`config.mk`:
```
export PLATFORM = sky130hd
export DESIGN_NAME = debounce_bank
export DESIGN_NICKNAME = d
export VERILOG_FILES = /design/src/rtl/debounce_pkg.sv /design/src/rtl/debounce_channel.sv /design/src/rtl/debounce_bank.sv
export SDC_FILE = /design/constraint.sdc
export NUM_CORES = 1
export LEC_CHECK = 0
export ABC_AREA = 1
export BUFFER_PORTS_ARGS = -buffer_cell sky130_fd_sc_hd__buf_2
export CAP_MARGIN = 30
export CORE_ASPECT_RATIO = 1.1
export CORE_MARGIN = 5
export CORE_UTILIZATION = 45
export CTS_BUF_LIST = sky130_fd_sc_hd__clkbuf_8
export DETAILED_ROUTE_END_ITERATION = 12
export PLACE_DENSITY = 0.64
export SETUP_SLACK_MARGIN = 0.05
export SYNTH_ARGS = -nofsm -noshare
export SYNTH_HDL_FRONTEND = slang
export SYNTH_SLANG_ARGS = --single-unit
```
`constraint.sdc`:
```
create_clock -name clk -period 2.16 [get_ports clk]
set_input_delay 0.108 -clock clk [delete_from_list [all_inputs] [get_ports clk]]
set_output_delay 0.108 -clock clk [all_outputs]
set_load 0.05 [all_outputs]
```
`src/rtl/debounce_pkg.sv`:
```
// -----------------------------------------------------------------------------
// debounce_pkg
// Shared constants and constant-evaluable helpers for the push-button
// conditioner (debounce_bank / debounce_channel).
//   IDLE_LEVEL  : normalised "not pressed" value held by synchronisers in reset
//   clog2_min1  : $clog2 clamped to at least 1 bit (counter widths)
//   max2        : larger of two integers (hold counter width derivation)
// -----------------------------------------------------------------------------
package debounce_pkg;

    localparam logic IDLE_LEVEL = 1'b0;

    function automatic int clog2_min1(input int x);
        int r;
        r = $clog2(x);
        if (r < 1) begin
            r = 1;
        end else begin
            r = r;
        end
        return r;
    endfunction

    function automatic int max2(input int a, input int b);
        int r;
        if (a > b) begin
            r = a;
        end else begin
            r = b;
        end
        return r;
    endfunction

endpackage

```
`src/rtl/debounce_channel.sv`:
```
// -----------------------------------------------------------------------------
// debounce_channel
// Single push-button channel: two-flop synchroniser, polarity normalisation,
// stability filter, debounced level, press/release strobes and optional
// auto-repeat strobe.
// Ports:
//   clk         in  system clock (rising edge)
//   rst_n       in  asynchronous active-low reset
//   btn_raw     in  asynchronous pad input
//   btn_level   out debounced level, 1 = pressed
//   btn_press   out one-cycle strobe on debounced 0->1
//   btn_release out one-cycle strobe on debounced 1->0
//   btn_repeat  out one-cycle auto-repeat strobe while held (0 if disabled)
// -----------------------------------------------------------------------------
module debounce_channel
    import debounce_pkg::*;
#(
    parameter int STABLE_CYCLES = 262144,
    parameter int ACTIVE_LOW    = 1,
    parameter int REPEAT_EN     = 0,
    parameter int REPEAT_DELAY  = 25000000,
    parameter int REPEAT_PERIOD = 5000000
) (
    input  logic clk,
    input  logic rst_n,
    input  logic btn_raw,
    output logic btn_level,
    output logic btn_press,
    output logic btn_release,
    output logic btn_repeat
);

    localparam int                CNT_W    = clog2_min1(STABLE_CYCLES);
    localparam logic [CNT_W-1:0]  CNT_LAST = CNT_W'(STABLE_CYCLES - 1);
    localparam logic              POL      = (ACTIVE_LOW != 0) ? 1'b1 : 1'b0;

    logic             sync0_r;
    logic             sync1_r;
    logic [CNT_W-1:0] cnt_r;
    logic             level_r;
    logic             press_r;
    logic             release_r;
    logic             flip_s;

    // The debounced state flips on the last cycle of an unbroken disagreement run
    assign flip_s = (sync1_r != level_r) && (cnt_r == CNT_LAST);

    // Two-flop synchroniser on the polarity-normalised pad input
    always_ff @(posedge clk or negedge rst_n) begin
        if (!rst_n) begin
            sync0_r <= IDLE_LEVEL;
            sync1_r <= IDLE_LEVEL;
        end else begin
            sync0_r <= btn_raw ^ POL;
            sync1_r <= sync0_r;
        end
    end

    // Stability filter plus registered level and edge strobes
    always_ff @(posedge clk or negedge rst_n) begin
        if (!rst_n) begin
            cnt_r     <= '0;
            level_r   <= IDLE_LEVEL;
            press_r   <= 1'b0;
            release_r <= 1'b0;
        end else begin
            // Any cycle of agreement restarts the run; flip also clears it
            if ((sync1_r == level_r) || flip_s) begin
                cnt_r <= '0;
            end else begin
                cnt_r <= cnt_r + CNT_W'(1);
            end
            if (flip_s) begin
                level_r <= sync1_r;
            end else begin
                level_r <= level_r;
            end
            press_r   <= flip_s & sync1_r;
            release_r <= flip_s & ~sync1_r;
        end
    end

    assign btn_level   = level_r;
    assign btn_press   = press_r;
    assign btn_release = release_r;

    if (REPEAT_EN != 0) begin : g_rep
        localparam int                HOLD_W      = $clog2(max2(REPEAT_DELAY, REPEAT_PERIOD) + 1);
        localparam logic [HOLD_W-1:0] DELAY_LAST  = HOLD_W'(REPEAT_DELAY - 1);
        localparam logic [HOLD_W-1:0] PERIOD_LAST = HOLD_W'(REPEAT_PERIOD - 1);

        logic [HOLD_W-1:0] hold_r;
        logic              first_r;
        logic              repeat_r;
        logic [HOLD_W-1:0] target_s;

        // First repeat waits the long delay, later ones the short period
        always_comb begin
            target_s = PERIOD_LAST;
            if (first_r) begin
                target_s = DELAY_LAST;
            end else begin
                target_s = PERIOD_LAST;
            end
        end

        // Hold counter: restarts at each repeat so it never wraps; the
        // release cycle (flip while level is 1) never produces a repeat
        always_ff @(posedge clk or negedge rst_n) begin
            if (!rst_n) begin
                hold_r   <= '0;
                first_r  <= 1'b1;
                repeat_r <= 1'b0;
            end else if (flip_s && sync1_r) begin
                hold_r   <= '0;
                first_r  <= 1'b1;
                repeat_r <= 1'b0;
            end else if (level_r && !flip_s) begin
                if (hold_r == target_s) begin
                    hold_r   <= '0;
                    first_r  <= 1'b0;
                    repeat_r <= 1'b1;
                end else begin
                    hold_r   <= hold_r + HOLD_W'(1);
                    first_r  <= first_r;
                    repeat_r <= 1'b0;
                end
            end else begin
                hold_r   <= '0;
                first_r  <= 1'b1;
                repeat_r <= 1'b0;
            end
        end

        assign btn_repeat = repeat_r;
    end else begin : g_norep
        assign btn_repeat = 1'b0;
    end

endmodule

```
`src/rtl/debounce_bank.sv`:
```
// -----------------------------------------------------------------------------
// debounce_bank
// N_CH independent push-button conditioners plus an any-press summary.
// Ports:
//   clk         in  system clock (rising edge)
//   rst_n       in  asynchronous active-low reset
//   btn_raw     in  [N_CH] asynchronous pad inputs
//   btn_level   out [N_CH] debounced levels, 1 = pressed
//   btn_press   out [N_CH] one-cycle press strobes
//   btn_release out [N_CH] one-cycle release strobes
//   btn_repeat  out [N_CH] one-cycle auto-repeat strobes
//   press_any   out OR of btn_press
// -----------------------------------------------------------------------------
module debounce_bank
    import debounce_pkg::*;
#(
    parameter int N_CH          = 4,
    parameter int STABLE_CYCLES = 262144,
    parameter int ACTIVE_LOW    = 1,
    parameter int REPEAT_EN     = 0,
    parameter int REPEAT_DELAY  = 25000000,
    parameter int REPEAT_PERIOD = 5000000
) (
    input  logic            clk,
    input  logic            rst_n,
    input  logic [N_CH-1:0] btn_raw,
    output logic [N_CH-1:0] btn_level,
    output logic [N_CH-1:0] btn_press,
    output logic [N_CH-1:0] btn_release,
    output logic [N_CH-1:0] btn_repeat,
    output logic            press_any
);

    for (genvar i = 0; i < N_CH; i++) begin : g_ch
        debounce_channel #(
            .STABLE_CYCLES (STABLE_CYCLES),
            .ACTIVE_LOW    (ACTIVE_LOW),
            .REPEAT_EN     (REPEAT_EN),
            .REPEAT_DELAY  (REPEAT_DELAY),
            .REPEAT_PERIOD (REPEAT_PERIOD)
        ) u_ch (
            .clk         (clk),
            .rst_n       (rst_n),
            .btn_raw     (btn_raw[i]),
            .btn_level   (btn_level[i]),
            .btn_press   (btn_press[i]),
            .btn_release (btn_release[i]),
            .btn_repeat  (btn_repeat[i])
        );
    end

    // Summary strobe is built directly from the registered per-channel strobes
    assign press_any = |btn_press;

endmodule
```
Word-level counts from Yosys, hierarchy flattened

Index checks and enable logic that the tools add are counted.

$add $sub $neg: 4
Reduce and logical (&&, ||, !) cells: 9
Bitwise logic cells: 16
Equality and inequality tests: 12
Muxes and demuxes: 4

Operators with widths:

| cell                                                             | number |
|---|---|
| 18-bit by 1-bit adder with 18-bit output (second input constant) | 4 |
| 18-bit == test (second input constant)                           | 4 |
| 18-bit 2-to-1 mux                                                | 4 |
| 1-bit bitwise AND                                                | 8 |
| 1-bit NOT                                                        | 8 |
| 1-bit == test                                                    | 4 |
| 1-bit logical AND                                                | 4 |
| 1-bit logical OR                                                 | 4 |
| 1-bit inequality test                                            | 4 |
| 4-bit OR reduction                                               | 1 |

Register bits: 92
Output and inout bits: 17
Input bits: 6
Logic and storage cells: 69

Depth between registers and ports, before layout

Gate-level depths: netlist of run 1.

Word-level depth: 4
Mapped depth: 9
Gate-level depth less buffers: 8

Modules after synthesis

Synthesis of run 1 repeated with hierarchy kept, for this count alone.

Cells, all modules: 579
Area, all modules: 4916.0 sq um

By module, submodules not included:

| module           | instances | sequential area each (sq um) | area an instance (sq um) | cells an instance |
|---|---|---|---|---|
| debounce_channel | 4         | 575.6                        | 1226.2                   | 144 |
| debounce_bank    | 1         | 0.0                          | 11.3                     | 3 |

Worst setup path after synthesis of run 1

No wires, ideal clock.

Kind: reg-to-reg
From: register g_ch[0].u_ch.cnt_r[0]
To: register g_ch[0].u_ch.cnt_r[14]
Library setup time: 115 ps
Required time: 2045 ps
Setup slack: 691 ps
Path buffers: 1
Cell stages (with the launch flop): 10
Arrival time: 1354 ps
Clock period less this slack: 1469 ps
Cells stage by stage: dfrtp_1 ha_1 nand2_2 nor2_4 nand2_4 nor2_4 nand2_4 nand2_4 buf_12 nor2_2

Longest elaborated chain between the ends: 4
Elaborated cells on any way between the ends: 5
Those cells by class: add/sub: 1; eq/ne: 1; mux: 1; reduce/logical: 2

RTL lines:

| what                                                                             | RTL line               | RTL |
|---|---|---|
| start: declaration                                                               | debounce_channel.sv:39 | `logic [CNT_W-1:0] cnt_r;` |
| start signal: assignment                                                         | debounce_channel.sv:71 | `cnt_r <= cnt_r + CNT_W'(1);` |
| branches (longest 3 deep; another with 18-bit by 1-bit adder with 18-bit output) | -                      |  |
| 18-bit 2-to-1 mux (*)                                                            | debounce_channel.sv:68 | `if ((sync1_r == level_r) \|\| flip_s) begin` |

Mark *: on every way between the ends.
A chain may end at the register's enable or synchronous reset.

Worst setup path after layout of run 1

From: register g_ch[0].u_ch.press_r
To: output port press_any

Longest elaborated chain between the ends: 1

RTL lines:

| what                     | RTL line               | RTL |
|---|---|---|
| start: declaration       | debounce_channel.sv:41 | `logic press_r;` |
| start signal: assignment | debounce_channel.sv:78 | `press_r <= flip_s & sync1_r;` |
| 4-bit OR reduction       | debounce_bank.sv:53    | `assign press_any = \|btn_press;` |
| end: declaration         | debounce_bank.sv:31    | `output logic press_any` |

No other way between the ends.

==> flow_summary.json, run 1 <==
{
  "grt.overflow.total": 0,
  "synth-warning-count": 0,
  "layout-drive-gt1-share_pct": 13.2,
  "hold_ws_ps": 303,
  "grt_usage_pct": 15.1,
  "cts_root_buffer": "clkbuf_8",
  "wirelength_um": 8790,
  "fin_worst_skew_ps": 12.0,
  "placed_cell_area_um2": 4930,
  "p_per_area_nw_per_um2": 593,
  "viasPerCell": 4.79,
  "ys_types": 22,
  "rsz0062_at_grt": "false",
  "cp_slowest_cell": "or4_1",
  "yosys.area.top_type": "dfrtp_1",
  "comb_power_share_pct": 4.4,
  "endpoint_kind": "output port",
  "die_area_um2": 12800,
  "final_core_util_pct": 49.8,
  "antenna_found_initial": 0,
  "synth.area.top_cells": "dfrtp_1 (48%), nor2_1 (9.8%), nand2_1 (9.1%), xor2_1 (5.7%), nand3_1 (4.7%)",
  "total_power_mw": 3.07,
  "cp_data_arrival_time_ps": 1520,
  "criticalPathCategory": "flip-flop to output port",
  "h-tree-depth": 3,
  "hold_buffers": 5,
  "cts_setup_buffers": 0,
  "grt_max_degree": 48,
  "path_cells": "or4_1, buf_2",
  "cts.clk_slew.worst_paths_ps": 90,
  "finalCriticalPeriod_ps": 1630,
  "grt_pass1_vias": 3582,
  "first_pass_iters": 4,
  "ys.flop_type": "dfrtp_1",
  "cp.required_ps": 2050,
  "critPathMaxStageDelay_ps": 500,
  "drt_iter0_drc": 139,
  "num_antenna_cells": 0,
  "die_h_um": 118,
  "clk_latency_ps": 370,
  "initial_core_util_pct": 46.2,
  "leakagePower_nw": 2.36,
  "worstMarginPinSlew_ps": 591,
  "status": "complete, no violations",
  "post_cts_resized": 0,
  "slew_headroom_pct": 60.6,
  "hold_violations": 0,
  "async_flop_share_pct": 100,
  "hold_path_class": "input pin to async pin",
  "drc": 0,
  "dieWidth_um": 108,
  "vias": 3552,
  "antenna_left": 0,
  "io_buffers": 18,
  "setup_viol": 0,
  "cts_buffers": 9,
  "dpl.hpwl_um": 6510,
  "fin_area_um2": 5180,
  "seq_area_frac_synth_pct": 47.9,
  "grt_pass1_wl_um": 15900,
  "crit_fanout": 2,
  "synthTopCellsByCount": "nor2_1 (125), nand2_1 (117), dfrtp_1 (92)",
  "gp_congestion": 0.896,
  "cts_buffer_depth": 2,
  "rows": 39,
  "cts_tree": "done",
  "routedWlPerCell_um": 11.8,
  "cp-start-kind": "flip-flop",
  "num_io_pins": 23,
  "p_seq_share_pct": 57.5,
  "worst_ir_drop_vdd_v": 0.000343,
  "power.net_switching_mw": 0.749,
  "synth_cells": 574,
  "synth_edf_count": 0,
  "period_share_pct": 75.6,
  "cap_violations": 0,
  "netlist_area_um2": 4800,
  "syn2layout_area_growth_pct": 7.87,
  "clock_power_share_pct": 38.1,
  "fmax_ghz": 0.612,
  "synth-seq-cells": 92,
  "p_int_mw": 2.32,
  "coreArea_um2": 10400,
  "tns_ps": 0,
  "nets": 604,
  "clock_sinks": 92,
  "r2r_setup_slack_ps": 530,
  "syn_avg_cell_area_um2": 8.37,
  "yosysMostFrequentCell": "nor2_1",
  "slew_violations": 0,
  "synthDominantCellAreaShare_pct": 47.9,
  "switching_share_pct": 24.4
}
[final timing paths]
check,startpoint,end,cells after the start
max,g_ch[0].u_ch.btn_press$_DFF_PN0_,press_any,2
min in group clk,g_ch[2].u_ch.sync0_r$_DFF_PN0_,g_ch[2].u_ch.sync1_r$_DFF_PN0_,0
max in group asynchronous,rst_n,g_ch[0].u_ch.cnt_r[10]$_DFF_PN0_,3
max reg2reg,g_ch[3].u_ch.cnt_r[0]$_DFF_PN0_,g_ch[3].u_ch.cnt_r[11]$_DFF_PN0_,8
min reg2reg,g_ch[2].u_ch.sync0_r$_DFF_PN0_,g_ch[2].u_ch.sync1_r$_DFF_PN0_,0
min,rst_n,g_ch[3].u_ch.sync1_r$_DFF_PN0_,2
[routing by layer]
layer / vias up / share of wire (%) / global-route usage (%)
met3: 12 / 2.6 / 2.13
met4: 0 / 1.7 / 5.45
met1: 1678 / 49 / 20.4
met2: 50 / 47 / 24.7
met5: - / 0 / 0
li1: 1812 / - / -
[per-stage QoR]
step,std cells,setup WS (ps)
finish,742,527
detailed placement,721,525
global route,742,374
CTS,742,497
global placement,721,553
floorplan,577,691
[layout make-up]
type,count,area (um2)
fill,1018,5210
multi-input combinational,415,2150
sequential,92,2300
tap,143,179
clock buffer,9,124
clock inverter,7,76.3
inverter,50,188
timing repair buffer,26,165
[state kept, by name (all words and copies together), names as in the netlist]
name,flops
g_ch.u_ch.sync1_r,4
g_ch.u_ch.btn_press,4
g_ch.u_ch.sync0_r,4
g_ch.u_ch.btn_release,4
g_ch.u_ch.btn_level,4
g_ch.u_ch.cnt_r,72
[power groups by stage]
stage / sequential (mW) / clock, mW / combinational (mW)
after floorplan: 1.80 / 0 / 0.0913
after global placement: 1.80 / 0 / 0.131
after detailed placement: 1.80 / 0 / 0.133
after CTS: 1.77 / 1.21 / 0.140
after global routing: 1.77 / 1.29 / 0.159
final: 1.77 / 1.17 / 0.135
[cells by family (layout without fill, tap and decap cells)]
group | Yosys count | in the layout | share of synthesized area [%]
and+or+nand+nor | 347 | 347 | 33.3
adders and majority gates | 4 | 4 | 1.04
other | 1 | 4 | 0.0781
AOI/OAI and AO/OA | 22 | 22 | 3.13
DFF | 92 | 92 | 47.9
buffers and inverters | 70 | 92 | 7.61
xor gates and xnor gates | 38 | 38 | 6.93
[worst max-delay path, delay by kind of cell, from the launching register on]
family | cells | cell delay, ps
flops | 1 | 440
buf+inv | 1 | 220
simple gates | 1 | 500
[cells in the final DEF, fill, tap and decap left out, types with 4 or more instances in the layout]
| cell | n |
|---|---|
| nor2_4 | 11 |
| nand4_1 | 11 |
| nor2_2 | 12 |
| nand2_1 | 117 |
| conb_1 | 4 |
| nand3_1 | 45 |
| clkbuf_8 | 9 |
| buf_2 | 17 |
| ha_1 | 4 |
| dlygate4sd3_1 | 5 |
| inv_1 | 50 |
| nor2_1 | 125 |
| o21ai_0 | 6 |
| nand2_4 | 8 |
| buf_4 | 4 |
| nand2_2 | 11 |
| o21bai_1 | 16 |
| xnor2_1 | 7 |
| nor3_1 | 6 |
| dfrtp_1 | 92 |
| xor2_1 | 31 |
No activity file was read; power rests on OpenSTA's default activity.
==> run 2, diff against run 1 <==
clock period = 1.7 ns   (was 2.16 ns; I/O delays follow)
==> flow_summary.json, run 2 (synthesized netlist as in run 1, its figures left out) <==
{
  "status": "complete, no violations",
  "fmax_ghz": 0.628,
  "vias": 3519,
  "crit_fanout": 2,
  "cap_violations": 0,
  "gp_congestion": 0.903,
  "worst_ir_drop_vdd_v": 0.000446,
  "cp_data_arrival_time_ps": 1510,
  "grt_max_degree": 38,
  "coreArea_um2": 10400,
  "tns_ps": 0,
  "largest_reg_flops": 72,
  "routedWlPerCell_um": 11.8,
  "cts_buffer_depth": 2,
  "criticalPathCategory": "flip-flop to output port",
  "rows": 39,
  "io_buffers": 18,
  "cts.clk_slew.worst_paths_ps": 90,
  "h-tree-depth": 3,
  "hold_path_class": "input pin to async pin",
  "layout-drive-gt1-share_pct": 14.0,
  "worstMarginPinSlew_ps": 534,
  "hold_violations": 0,
  "wl_met1_um": 4270,
  "final_cell_mix": "nor2_1 (125), nand2_1 (117), dfrtp_1 (91)",
  "grt_pass1_vias": 3495,
  "cp.required_ps": 1620,
  "final_core_util_pct": 50.5,
  "num_io_pins": 23,
  "slew_violations": 0,
  "first_pass_iters": 4,
  "syn2layout_area_growth_pct": 9.30,
  "final_common_cell": "nor2_1",
  "drc": 0,
  "period_share_pct": 93.6,
  "grt_pass1_wl_um": 15700,
  "setup_viol": 0,
  "antenna_left": 0,
  "wirelength_um": 8800,
  "slew_headroom_pct": 64.3,
  "cts_buffers": 9,
  "endpoint_kind": "output port",
  "die_area_um2": 12800,
  "nets": 611,
  "clock_sinks": 92,
  "critPathMaxStageDelay_ps": 540,
  "dieWidth_um": 108,
  "cts_root_buffer": "clkbuf_8",
  "cp_slowest_cell": "or4_1",
  "rsz0062_at_grt": "false",
  "antenna_found_initial": 0,
  "cp-start-kind": "flip-flop",
  "cts_tree": "done",
  "wl_met3_um": 282,
  "p_per_area_nw_per_um2": 738,
  "grt_usage_pct": 15.1,
  "finalCriticalPeriod_ps": 1590,
  "initial_core_util_pct": 46.2,
  "clk_latency_ps": 360,
  "met2_length_um": 4130,
  "path_cells": "or4_1, buf_4",
  "top_register": "g_ch.u_ch.cnt_r",
  "die_h_um": 118,
  "fin_worst_skew_ps": 12.3,
  "dpl.hpwl_um": 6530,
  "grt.overflow.total": 0,
  "top_layer": "met4",
  "num_antenna_cells": 0,
  "leakagePower_nw": 2.41,
  "drt_iter0_drc": 93,
  "viasPerCell": 4.70
}
==> run 2: repair_timing <==
item                                   4_1_cts  5_1_grt
hold buffers                                 5        0
setup endpoints to repair                    0       29
resized for setup                            0        4
setup buffers                                0        4
endpoints found under the hold margin       38        0
==> run 2: final cells by class <==
cell class	count	area, um2
Clock inverter	7	67.6
Inverter	50	188
Multi-Input combinational cell	415	2150
Fill cell	976	5140
Sequential cell	92	2300
Tap cell	143	179
Clock buffer	9	124
Timing Repair Buffer	33	233
==> run 2: worst max-delay path: cells and delay by family (launching register included) <==
| kind | cells | cell delay [ps] |
|---|---|---|
| buffers and inverters | 1 | 210 |
| flip-flops | 1 | 410 |
| AND/OR/NAND/NOR | 1 | 540 |
==> run 2: worst paths after layout <==
path / from / cells after the start / slack, ps / end
worst max-delay path: g_ch[1].u_ch.btn_press$_DFF_PN0_ / 2 / 110 / press_any
worst min-delay path: rst_n / 2 / 240 / g_ch[3].u_ch.btn_press$_DFF_PN0_
worst max register to register: g_ch[1].u_ch.cnt_r[0]$_DFF_PN0_ / 8 / 160 / g_ch[1].u_ch.cnt_r[6]$_DFF_PN0_
worst min register to register: g_ch[1].u_ch.sync0_r$_DFF_PN0_ / 0 / 350 / g_ch[1].u_ch.sync1_r$_DFF_PN0_
max in group asynchronous: rst_n / 3 / 790 / g_ch[2].u_ch.cnt_r[12]$_DFF_PN0_
min in group clk: g_ch[1].u_ch.sync0_r$_DFF_PN0_ / 0 / 350 / g_ch[1].u_ch.sync1_r$_DFF_PN0_
==> run 2: power by group <==
part           switching, mW  leakage (nW)  internal, mW
registers             0.0265          1.26          2.22
clock network          0.767         0.102         0.675
logic                  0.130          1.05        0.0565
==> run 2: per-layer routing <==
metal	up-vias	track usage [%]
met5	-	0
met4	0	5.52
met3	8	2.29
met2	42	23.9
met1	1650	20.9
li1	1819	-
==> run 2: stage by stage <==
stage	instances	hold slack (ps)	power [mW]	instance area, um2	setup WS, ps
after floorplan	577	-211	2.40	4810	231
after global placement	724	87.9	2.46	4960	147
after detailed placement	724	91.8	2.46	4960	107
after CTS	745	246	3.93	5210	59.4
after global routing	749	291	4.05	5250	51.9
final	749	243	3.87	5250	108
